File: src/rtl/dmem_arbiter_if.sv
`timescale 1ns/1ps
// Bundle of the two master ports and the shared memory port around dmem_arbiter.
// The slave modport is the arbiter's view; the master modport is the masters-plus-memory view.
interface dmem_arbiter_if #(
  parameter int ADDR_W = 32,
  parameter int DATA_W = 32
);
  localparam int BE_W = DATA_W / 8;

  logic              m0_req_i;
  logic              m0_we_i;
  logic [BE_W-1:0]   m0_be_i;
  logic [ADDR_W-1:0] m0_addr_i;
  logic [DATA_W-1:0] m0_wdata_i;
  logic [DATA_W-1:0] m0_rdata_o;
  logic              m0_ready_o;

  logic              m1_req_i;
  logic              m1_we_i;
  logic [BE_W-1:0]   m1_be_i;
  logic [ADDR_W-1:0] m1_addr_i;
  logic [DATA_W-1:0] m1_wdata_i;
  logic [DATA_W-1:0] m1_rdata_o;
  logic              m1_ready_o;

  logic              mem_req_o;
  logic              mem_we_o;
  logic [BE_W-1:0]   mem_be_o;
  logic [ADDR_W-1:0] mem_addr_o;
  logic [DATA_W-1:0] mem_wdata_o;
  logic [DATA_W-1:0] mem_rdata_i;
  logic              mem_ready_i;

  modport slave (
    input  m0_req_i, m0_we_i, m0_be_i, m0_addr_i, m0_wdata_i,
    output m0_rdata_o, m0_ready_o,
    input  m1_req_i, m1_we_i, m1_be_i, m1_addr_i, m1_wdata_i,
    output m1_rdata_o, m1_ready_o,
    output mem_req_o, mem_we_o, mem_be_o, mem_addr_o, mem_wdata_o,
    input  mem_rdata_i, mem_ready_i
  );

  modport master (
    output m0_req_i, m0_we_i, m0_be_i, m0_addr_i, m0_wdata_i,
    input  m0_rdata_o, m0_ready_o,
    output m1_req_i, m1_we_i, m1_be_i, m1_addr_i, m1_wdata_i,
    input  m1_rdata_o, m1_ready_o,
    input  mem_req_o, mem_we_o, mem_be_o, mem_addr_o, mem_wdata_o,
    output mem_rdata_i, mem_ready_i
  );
endinterface

File: src/rtl/dmem_arbiter.sv
`timescale 1ns/1ps
// dmem_arbiter: shares one single-ported data memory between the core LSU (m0) and a DMA/debug loader (m1).
// Round-robin on ties by default; defining DMEM_ARB_FIXED_PRIO_EN makes m0 always win ties.
module dmem_arbiter #(
  parameter int ADDR_W = 32,
  parameter int DATA_W = 32
) (
  input  logic           clk_i,
  input  logic           rst_i,
  dmem_arbiter_if.slave  bus
);
  localparam int BE_W = DATA_W / 8;

  typedef enum logic {IDLE = 1'b0, RESP = 1'b1} state_e;

  state_e state_q, state_d;
  logic   owner_q, owner_d;
  logic   any_req, winner, accept;

  assign any_req = bus.m0_req_i | bus.m1_req_i;
  assign accept  = (state_q == IDLE) && any_req && bus.mem_ready_i;

`ifdef DMEM_ARB_FIXED_PRIO_EN
  assign winner = ~bus.m0_req_i;
`else
  logic last_grant_q, last_grant_d;

  // On a tie the master that was not granted last goes first; a stalled grant does not rotate.
  assign winner       = (bus.m0_req_i & bus.m1_req_i) ? ~last_grant_q : bus.m1_req_i;
  assign last_grant_d = accept ? winner : last_grant_q;

  always_ff @(posedge clk_i) begin
    if (rst_i) last_grant_q <= 1'b1;
    else       last_grant_q <= last_grant_d;
  end
`endif

  // NOTE: sequential state uses non-blocking assignments so every flop samples pre-edge values.
  always_ff @(posedge clk_i) begin
    if (rst_i) begin
      state_q <= IDLE;
      owner_q <= 1'b0;
    end else begin
      state_q <= state_d;
      owner_q <= owner_d;
    end
  end

  always_comb begin
    // NOTE: everything driven here gets a default first so no branch can infer a latch.
    state_d         = state_q;
    owner_d         = owner_q;
    bus.mem_req_o   = 1'b0;
    bus.mem_we_o    = 1'b0;
    bus.mem_be_o    = {BE_W{1'b0}};
    bus.mem_addr_o  = {ADDR_W{1'b0}};
    bus.mem_wdata_o = {DATA_W{1'b0}};
    bus.m0_ready_o  = 1'b0;
    bus.m0_rdata_o  = {DATA_W{1'b0}};
    bus.m1_ready_o  = 1'b0;
    bus.m1_rdata_o  = {DATA_W{1'b0}};

    unique case (state_q)
      IDLE: begin
        if (any_req) begin
          bus.mem_req_o = 1'b1;
          if (winner) begin
            bus.mem_we_o    = bus.m1_we_i;
            bus.mem_be_o    = bus.m1_be_i;
            bus.mem_addr_o  = bus.m1_addr_i;
            bus.mem_wdata_o = bus.m1_wdata_i;
          end else begin
            bus.mem_we_o    = bus.m0_we_i;
            bus.mem_be_o    = bus.m0_be_i;
            bus.mem_addr_o  = bus.m0_addr_i;
            bus.mem_wdata_o = bus.m0_wdata_i;
          end
        end
        if (accept) begin
          state_d = RESP;
          owner_d = winner;
        end
      end
      RESP: begin
        // Memory data is forwarded for writes too; the owner ignores it.
        state_d = IDLE;
        if (owner_q) begin
          bus.m1_ready_o = 1'b1;
          bus.m1_rdata_o = bus.mem_rdata_i;
        end else begin
          bus.m0_ready_o = 1'b1;
          bus.m0_rdata_o = bus.mem_rdata_i;
        end
      end
      default: state_d = IDLE;
    endcase
  end

  // A master must hold its request and payload steady until its ready pulse.
  m0_hold_a: assert property (@(posedge clk_i) disable iff (rst_i)
    bus.m0_req_i && !bus.m0_ready_o |=> bus.m0_req_i &&
      $stable({bus.m0_we_i, bus.m0_be_i, bus.m0_addr_i, bus.m0_wdata_i}));

  m1_hold_a: assert property (@(posedge clk_i) disable iff (rst_i)
    bus.m1_req_i && !bus.m1_ready_o |=> bus.m1_req_i &&
      $stable({bus.m1_we_i, bus.m1_be_i, bus.m1_addr_i, bus.m1_wdata_i}));
endmodule
File: src/flat_wrapper.sv
// flat-port wrapper written by rule: the top's interface ports become plain ports
module dmem_arbiter_flat 
#(
  parameter int ADDR_W = 32,
  parameter int DATA_W = 32
)
  (clk_i, rst_i, bus_m0_req_i, bus_m0_we_i, bus_m0_be_i, bus_m0_addr_i, bus_m0_wdata_i, bus_m0_rdata_o, bus_m0_ready_o, bus_m1_req_i, bus_m1_we_i, bus_m1_be_i, bus_m1_addr_i, bus_m1_wdata_i, bus_m1_rdata_o, bus_m1_ready_o, bus_mem_req_o, bus_mem_we_o, bus_mem_be_o, bus_mem_addr_o, bus_mem_wdata_o, bus_mem_rdata_i, bus_mem_ready_i);
  dmem_arbiter_if #(.ADDR_W(ADDR_W), .DATA_W(DATA_W)) bus_i ();
  input  logic clk_i;
  input  logic rst_i;
  input wire logic [$bits(bus_i.m0_req_i)-1:0] bus_m0_req_i;
  input wire logic [$bits(bus_i.m0_we_i)-1:0] bus_m0_we_i;
  input wire logic [$bits(bus_i.m0_be_i)-1:0] bus_m0_be_i;
  input wire logic [$bits(bus_i.m0_addr_i)-1:0] bus_m0_addr_i;
  input wire logic [$bits(bus_i.m0_wdata_i)-1:0] bus_m0_wdata_i;
  output wire logic [$bits(bus_i.m0_rdata_o)-1:0] bus_m0_rdata_o;
  output wire logic [$bits(bus_i.m0_ready_o)-1:0] bus_m0_ready_o;
  input wire logic [$bits(bus_i.m1_req_i)-1:0] bus_m1_req_i;
  input wire logic [$bits(bus_i.m1_we_i)-1:0] bus_m1_we_i;
  input wire logic [$bits(bus_i.m1_be_i)-1:0] bus_m1_be_i;
  input wire logic [$bits(bus_i.m1_addr_i)-1:0] bus_m1_addr_i;
  input wire logic [$bits(bus_i.m1_wdata_i)-1:0] bus_m1_wdata_i;
  output wire logic [$bits(bus_i.m1_rdata_o)-1:0] bus_m1_rdata_o;
  output wire logic [$bits(bus_i.m1_ready_o)-1:0] bus_m1_ready_o;
  output wire logic [$bits(bus_i.mem_req_o)-1:0] bus_mem_req_o;
  output wire logic [$bits(bus_i.mem_we_o)-1:0] bus_mem_we_o;
  output wire logic [$bits(bus_i.mem_be_o)-1:0] bus_mem_be_o;
  output wire logic [$bits(bus_i.mem_addr_o)-1:0] bus_mem_addr_o;
  output wire logic [$bits(bus_i.mem_wdata_o)-1:0] bus_mem_wdata_o;
  input wire logic [$bits(bus_i.mem_rdata_i)-1:0] bus_mem_rdata_i;
  input wire logic [$bits(bus_i.mem_ready_i)-1:0] bus_mem_ready_i;
  assign bus_i.m0_req_i = bus_m0_req_i;
  assign bus_i.m0_we_i = bus_m0_we_i;
  assign bus_i.m0_be_i = bus_m0_be_i;
  assign bus_i.m0_addr_i = bus_m0_addr_i;
  assign bus_i.m0_wdata_i = bus_m0_wdata_i;
  assign bus_m0_rdata_o = bus_i.m0_rdata_o;
  assign bus_m0_ready_o = bus_i.m0_ready_o;
  assign bus_i.m1_req_i = bus_m1_req_i;
  assign bus_i.m1_we_i = bus_m1_we_i;
  assign bus_i.m1_be_i = bus_m1_be_i;
  assign bus_i.m1_addr_i = bus_m1_addr_i;
  assign bus_i.m1_wdata_i = bus_m1_wdata_i;
  assign bus_m1_rdata_o = bus_i.m1_rdata_o;
  assign bus_m1_ready_o = bus_i.m1_ready_o;
  assign bus_mem_req_o = bus_i.mem_req_o;
  assign bus_mem_we_o = bus_i.mem_we_o;
  assign bus_mem_be_o = bus_i.mem_be_o;
  assign bus_mem_addr_o = bus_i.mem_addr_o;
  assign bus_mem_wdata_o = bus_i.mem_wdata_o;
  assign bus_i.mem_rdata_i = bus_mem_rdata_i;
  assign bus_i.mem_ready_i = bus_mem_ready_i;
  dmem_arbiter #(.ADDR_W(ADDR_W), .DATA_W(DATA_W)) u_core (.clk_i(clk_i), .rst_i(rst_i), .bus(bus_i));
endmodule
File: config.mk
export PLATFORM = sky130hd
export DESIGN_NAME = dmem_arbiter_flat
export DESIGN_NICKNAME = d
export VERILOG_FILES = /design/src/rtl/dmem_arbiter_if.sv /design/src/rtl/dmem_arbiter.sv /design/src/flat_wrapper.sv
export SDC_FILE = /design/constraint.sdc
export NUM_CORES = 1
export LEC_CHECK = 0
export ABC_CLOCK_PERIOD_IN_PS = 3100
export CAP_MARGIN = 0
export CORE_AREA = 10 10 112 114
export CTS_BUF_LIST = sky130_fd_sc_hd__clkbuf_8
export DETAILED_ROUTE_END_ITERATION = 10
export DIE_AREA = 0 0 122 124
export GPL_ROUTABILITY_DRIVEN = 0
export MAX_ROUTING_LAYER = met4
export PLACE_DENSITY = 0.68
export SLEW_MARGIN = 20
export SYNTH_ARGS = -nofsm -noshare
export SYNTH_HDL_FRONTEND = slang
export SYNTH_SLANG_ARGS = --single-unit
File: constraint.sdc
create_clock -name clk_i -period 3.1 [get_ports clk_i]
set_input_delay 0.62 -clock clk_i [delete_from_list [all_inputs] [get_ports clk_i]]
set_output_delay 0.62 -clock clk_i [all_outputs]
set_load 0.02 [all_outputs]
-- Word-level counts from Yosys, hierarchy flattened
Cells that the tools add are included.
- register bits after elaboration: 3
- input bits: 175
- logic and storage cells: 35
- muxes and demuxes: 25
- bitwise logic cells: 4
- reductions and logical operators: 3
- operators with widths (cell ; count):
    $mux 32 ; 10
    $mux 4 ; 3
    $mux 1 ; 11
    $logic_and 1x1->1 ; 2
    $not 1->1 ; 2
    $pmux 1 s2 ; 1
    $reduce_and 2->1 ; 1
    $and 1x1->1 ; 1
    $or 1x1->1 ; 1

-- Longest topological paths before layout
Gate-level depths: netlist (run 1).
- depth after elaboration: 5
- gate-level depth with buffers: 6
- gate-level depth less buffers: 4

-- Worst setup path after synthesis (run 1)
Ideal clock, no wire load.
- kind: input port to output port
- from: input bus_m1_req_i
- to: output bus_mem_addr_o[0]
- arrival: 1459 ps
- data required time: 2480 ps
- path slack: 1021 ps
- cell stages on the path: 5
- path buffers: 2
- cell sequence: a21bo_1 -> buf_6 -> buf_4 -> nand2_1 -> a21oi_1
- longest elaborated chain between the ends: 5
- elaborated cells on any way between the ends: 6
- ends and longest elaborated chain (element ; line ; source):
    start, declared ; flat_wrapper.sv:18 ; input wire logic [$bits(bus_i.m1_req_i)-1:0] bus_m1_req_i;
    $and 1x1->1 ; dmem_arbiter.sv:29 ; assign winner = (bus.m0_req_i & bus.m1_req_i) ? ~last_grant_q : bus.m1_req_i;
    $mux 1 ; dmem_arbiter.sv:29 ;
    $mux 32 ; dmem_arbiter.sv:67 ; if (winner) begin
    $mux 32 * ; dmem_arbiter.sv:65 ; if (any_req) begin
    $mux 32 * ; dmem_arbiter.sv:63 ; unique case (state_q)
    end, declared ; flat_wrapper.sv:28 ; output wire logic [$bits(bus_i.mem_addr_o)-1:0] bus_mem_addr_o;
Mark *: on every way between the ends. The rest lies on a longest branch, timed or not.

-- Worst setup path in the final report (run 1)
- from: input bus_m0_req_i
- to: output bus_mem_req_o
- longest elaborated chain between the ends: 3
- ends and longest elaborated chain (element ; line ; source):
    start, declared ; flat_wrapper.sv:11 ; input wire logic [$bits(bus_i.m0_req_i)-1:0] bus_m0_req_i;
    $or 1x1->1 ; dmem_arbiter.sv:20 ; assign any_req = bus.m0_req_i | bus.m1_req_i;
    $mux 1 ; dmem_arbiter.sv:65 ;
    $mux 1 ; dmem_arbiter.sv:63 ;
    end, declared ; flat_wrapper.sv:25 ; output wire logic [$bits(bus_i.mem_req_o)-1:0] bus_mem_req_o;
No other way between the ends.

==> results of run 1 <==
-- area by class of cell --
class / instances / area (sq um)
Timing Repair Buffer: 322 / 3169
Clock buffer: 3 / 41.29
Tap cell: 136 / 170.2
Sequential cell: 3 / 60.06
Clock inverter: 1 / 3.754
Fill cell: 1058 / 5359
Inverter: 2 / 7.507
Multi-Input combinational cell: 282 / 1420
-- metrics by stage --
step	instance area (sq um)	power [mW]	hold WS, ns	utilization (%)	setup TNS [ns]
3_3_place_gp	4913	0.8797	0.5634	48.02	-0.8504
3_5_place_dp	4913	0.8853	0.5710	48.02	-1.717
6_report	4872	0.9222	0.5664	47.62	0
2_1_floorplan	1669	0.3883	0.5026	-	0
5_1_grt	4872	0.9885	0.6214	47.62	0
4_1_cts	4872	0.9369	0.5773	47.62	0
-- placed cells by master, fill, tap and decap left out, drive strengths merged --
cell type,netlist,routed
nand2,138,138
nor3,1,1
a21bo,1,1
dlygate4sd2,0,69
and2,33,33
o21ai,2,2
and3,32,32
nand3b,1,1
buf,23,12
dfxtp,3,3
inv,2,3
a21boi,1,1
o21bai,1,1
nand3,1,1
clkdlybuf4s50,0,241
a21oi,70,70
and2b,1,1
clkbuf,9,3
-- registers in the layout, indices dropped and copies added, names as in the netlist --
signal,flops
u_core.owner_q,1
u_core.last_grant_q,1
u_core.state_q,1
-- worst paths after layout --
kind,start,endpoint
max reg2reg,u_core.state_q,u_core.last_grant_q
max,bus_m0_req_i,bus_mem_req_o
min reg2reg,u_core.last_grant_q,u_core.last_grant_q
min,u_core.last_grant_q,u_core.last_grant_q
-- kinds of logic (layout without fill, tap and decap cells) --
kind of cell / after synthesis / in the layout / synth area share (%)
buffers and inverters: 34 / 328 / 11.99
and+or+nand+nor: 207 / 207 / 58.40
DFF: 3 / 3 / 3.598
AOI/OAI and AO/OA: 75 / 75 / 26.01
-- where the power goes --
part,internal [mW],switching [mW],leakage (nW)
Clock,0.0842,0.0248,0.0269
Combinational,0.396,0.372,2.18
Sequential,0.0414,0.00468,0.0247
-- per-layer routing --
metal	track usage (%)	wire, microns
met5	-	0
met4	2.235	112
met3	4.887	1225
met2	28.40	6890
met1	17.69	5131
-- critical path: stages --
cell and delay, ns:
clkdlybuf4s50_1 0.48, buf_4 0.17, o21bai_4 0.17, buf_12 0.25
inv_1 0.09, clkdlybuf4s50_1 0.56
==> flow_metrics.tcl, run 1 <==
set metrics [dict create \
    r2r_cells 5 \
    pre_cts_ws_ns -0.1168 \
    synth_ff_type "dfxtp_1" \
    dr.pass1.iters 4 \
    layout-drive-gt1-share_pct 6.199 \
    core_area_sq_um 10230 \
    syn_inst 319 \
    setup_viol 0 \
    overflow 0 \
    grt_pass1_wl_mm 18.79 \
    synth_area_per_cell_sq_um 5.232 \
    clkTransAtPathRegs_ns 0.03 \
    crit_required_ns 2.48 \
    clkSinkCount 3 \
    dp.cells 745 \
    worst-path-max-fanout 41 \
    hold_viol_final 0 \
    syn_nets 494 \
    min_path_type "flop to flop" \
    p_per_area_nw_per_um2 189.3 \
    htree_levels 1 \
    clock_path_buffers 2 \
    arrival_ns 2.36 \
    leakage_nw 2.235 \
    yosysTopAreaCellShare_pct 28.79 \
    grt_pass1_vias 3316 \
    cts_root_buffer "clkbuf_8" \
    outcome "finished, final reports clean" \
    synth_commonest_cells "nand2_1 (128), a21oi_1 (60), and2_1 (33), and3_1 (32), buf_2 (15)" \
    grt_start_max_net_pins 42 \
    synth_seq_area_share_pct 3.598 \
    post_cts.repair.setup_buffers 0 \
    cts_buffers 3 \
    rows 37 \
    clock_skew_ns 0.0008397 \
    dieArea_sq_um 15130 \
    period_share_pct 96.18 \
    fp.dieW_microns 122 \
    setup_slack_ns 0.1184 \
    area_growth_pct 191.9 \
    grt_setup_unrepaired "no" \
    drc 0 \
    n_antenna_cell 0 \
    drv_cap 0 \
    min_path_cells 2 \
    yosysMostFrequentCell "nand2_1" \
    slew_headroom_pct 67.82 \
    dp_hpwl_mm 11.31 \
    vias_per_cell 4.302 \
    yosysUniqueCellTypes 22 \
    synth_edf_count 0 \
    cts_tree "done" \
    clock.fmax_mhz 335.4 \
    ys_ff_latch 3 \
    final_cells 749 \
    wl_per_cell_microns 17.84 \
    yosysWarnings 0 \
    nNetsFinal 789 \
    async_reset_ff_share_pct 0 \
    via_count 3222 \
    tightest_slew_ns 0.4820 \
    cts_hold_buffers 0 \
    slew_violations 0 \
    critPathKind "input port to output port" \
    drtIter0Drc 158 \
    ir_worst_vdd_mv 0.09501 \
    io_buffers 310 \
    detail-route-antenna-nets 0 \
    synth.cell_area_sq_um 1669 \
    clock_latency_ns 0.21 \
    synth_area_leader_cell "nand2_1" \
    worstSetupEndpointType "output port" \
    die_h_microns 124 \
    finalWirelength_mm 13.36 \
    start_kind "input port" \
    grtUsageTotal_pct 16.03 \
    pin_count 311 \
    synthTopCellsByArea "nand2_1 (29%), a21oi_1 (18%), and2_1 (12%)" \
    fin_crit_ns 2.982 \
    reg2reg_slack_ns 1.58 \
    start_util_pct 16.31 \
    antenna_found_initial 0 \
    cts_resized 69 \
]
Power figures use the tool's default switching activity.
==> run 2: changes to the inputs <==
--- a/config.mk
+++ b/config.mk
@@ -7,13 +7,13 @@
 export LEC_CHECK = 0
 export ABC_CLOCK_PERIOD_IN_PS = 3100
 export CAP_MARGIN = 0
-export CORE_AREA = 10 10 112 114
+export CORE_AREA = 2 2 121 123
 export CTS_BUF_LIST = sky130_fd_sc_hd__clkbuf_8
 export DETAILED_ROUTE_END_ITERATION = 10
-export DIE_AREA = 0 0 122 124
+export DIE_AREA = 0 0 123 125
 export GPL_ROUTABILITY_DRIVEN = 0
 export MAX_ROUTING_LAYER = met4
-export PLACE_DENSITY = 0.68
+export SKIP_LAST_GASP = 1
 export SLEW_MARGIN = 20
 export SYNTH_ARGS = -nofsm -noshare
 export SYNTH_HDL_FRONTEND = slang
==> run 2 against run 1 <==
Against the previous run:
- global-route usage fell by 2.3 points
- final area rose by 3.8%
- worst setup slack improved by 0.018 ns
- die area is 1.6% higher
- clock power is 4% higher
- cell count is 7.1% higher
- sequential power down 5.2%
==> flow_metrics.tcl, run 2 (synthesized netlist as in run 1, its figures left out) <==
set metrics [dict create \
    drv_cap 0 \
    dp_hpwl_mm 9.073 \
    nNetsFinal 794 \
    cpMaxStageDelayCell "clkdlybuf4s50_1" \
    rows 44 \
    r2r_cells 6 \
    critPathKind "input port to output port" \
    wl_per_cell_microns 14.41 \
    detail-route-antenna-nets 0 \
    setup_viol 0 \
    hold_viol_final 0 \
    grt_start_max_net_pins 56 \
    dp.cells 796 \
    htree_levels 1 \
    cts_buffers 3 \
    path_buf_inv 5 \
    drtIter0Drc 124 \
    clkTransAtPathRegs_ns 0.03 \
    drc 0 \
    whs_ns 0.5693 \
    arrival_ns 2.34 \
    worstSetupEndpointType "output port" \
    period_share_pct 95.59 \
    vias_per_cell 4.102 \
    final_cells 802 \
    cts_root_buffer "clkbuf_8" \
    grt_setup_unrepaired "no" \
    die_h_microns 125 \
    worstPathCellList "clkdlybuf4s50_1, buf_4, o21bai_4, buf_6, inv_1, clkdlybuf4s50_1" \
    cpMostUsedCell "clkdlybuf4s50_1" \
    n_antenna_cell 0 \
    clock.fmax_mhz 337.5 \
    grt_pass1_vias 3384 \
    clock_latency_ns 0.22 \
    final_cell_mix "clkdlybuf4s50_1 (241), nand2_1 (128), a21oi_1 (60)" \
    start_kind "input port" \
    slew_headroom_pct 80.45 \
    area_growth_pct 202.9 \
    crit_family "buffers and inverters" \
    fin_crit_ns 2.963 \
    via_count 3290 \
    p_per_area_nw_per_um2 188.4 \
    crit_required_ns 2.48 \
    worst-path-max-fanout 22 \
    reg_top3 "u_core.last_grant_q: 1 flops, u_core.owner_q: 1 flops, u_core.state_q: 1 flops" \
    ir_worst_vdd_mv 0.1226 \
    min_path_type "flop to flop" \
    clock_skew_ns 0.0005245 \
    clkSinkCount 3 \
    clock_path_buffers 2 \
    tns_ns 0 \
    grt_pass1_wl_mm 16.90 \
    layout-drive-gt1-share_pct 7.443 \
    pin_count 311 \
    mostFrequentLayoutCell "clkdlybuf4s50_1" \
    cp.depth 6 \
    cts_tree "done" \
    antenna_found_initial 0 \
    outcome "finished, final reports clean" \
    critical-path-max-stage-delay_ns 0.58 \
    cts_hold_buffers 0 \
    core_area_sq_um 14200 \
    finalWirelength_mm 11.56 \
    start_util_pct 11.75 \
    tightest_slew_ns 0.2932 \
    grtUsageTotal_pct 13.77 \
    dieArea_sq_um 15380 \
    fp.dieW_microns 123 \
    dr.pass1.iters 4 \
    io_buffers 310 \
    slew_violations 0 \
    leakage_nw 2.504 \
    overflow 0 \
    min_path_cells 2 \
]
-- run 2: cell count changes in the layout (fill, tap and decap cells not counted) --
| cell | change |
|---|---|
| buf_6 | +2 |
| clkbuf_16 | +1 |
| buf_12 | -2 |
| dlygate4sd2_1 | -27 |
| buf_4 | +7 |
| dlymetal6s2s_1 | +24 |
-- run 2: worst min-delay path, cell delays in order (launching register included) --
cell	delay (ns)
dfxtp_1	0.34
o21ai_0	0.09
nand3b_1	0.08
-- run 2: report_power, final --
group | switching, mW | internal (mW)
Combinational | 0.379 | 0.417
Clock | 0.0281 | 0.0845
Sequential | 0.00228 | 0.0414
-- run 2: path summary, 6_finish.rpt --
kind | start | end | slack, ns
min | u_core.last_grant_q | u_core.last_grant_q | 0.57
max reg2reg | u_core.state_q | u_core.last_grant_q | 1.61
min reg2reg | u_core.last_grant_q | u_core.last_grant_q | 0.57
max | bus_m0_req_i | bus_mem_req_o | 0.14
-- run 2: layout make-up --
cell class | count | area (sq um)
clock buffer | 3 | 41.29
clock inverter | 1 | 3.754
fill | 1497 | 9148
inverter | 2 | 7.507
multi-input combinational | 282 | 1420
sequential | 3 | 60.06
tap | 184 | 230.2
timing repair buffer | 327 | 3293
-- run 2: per-stage QoR --
step	area (sq um)	power [mW]	utilization (%)	worst slack, ns
floorplan	1669	0.3883	-	1.021
global placement	4964	0.8760	34.95	-0.1074
detailed placement	4964	0.8797	34.95	-0.1206
CTS	4960	0.9627	34.92	-0.03141
global route	5056	1.013	35.60	0.04239
finish	5056	0.9526	35.60	0.1366
-- run 2: layer usage --
layer / vias to the layer above / track usage [%] / part of all wire [%]
li1: 1637 / - / -
met1: 1453 / 16.18 / 41
met2: 194 / 25.25 / 48
met3: 6 / 2.053 / 10
met4: 0 / 1.471 / 0.47
met5: - / - / 0
-- run 2: repair_timing --
item                                    4_1_cts  5_1_grt
setup buffers                                 0        1
resized for setup                            43       25
cloned                                        0        1
pin swaps                                     0        1
endpoints found under the hold margin         0        0
endpoints found under the setup margin       47       25
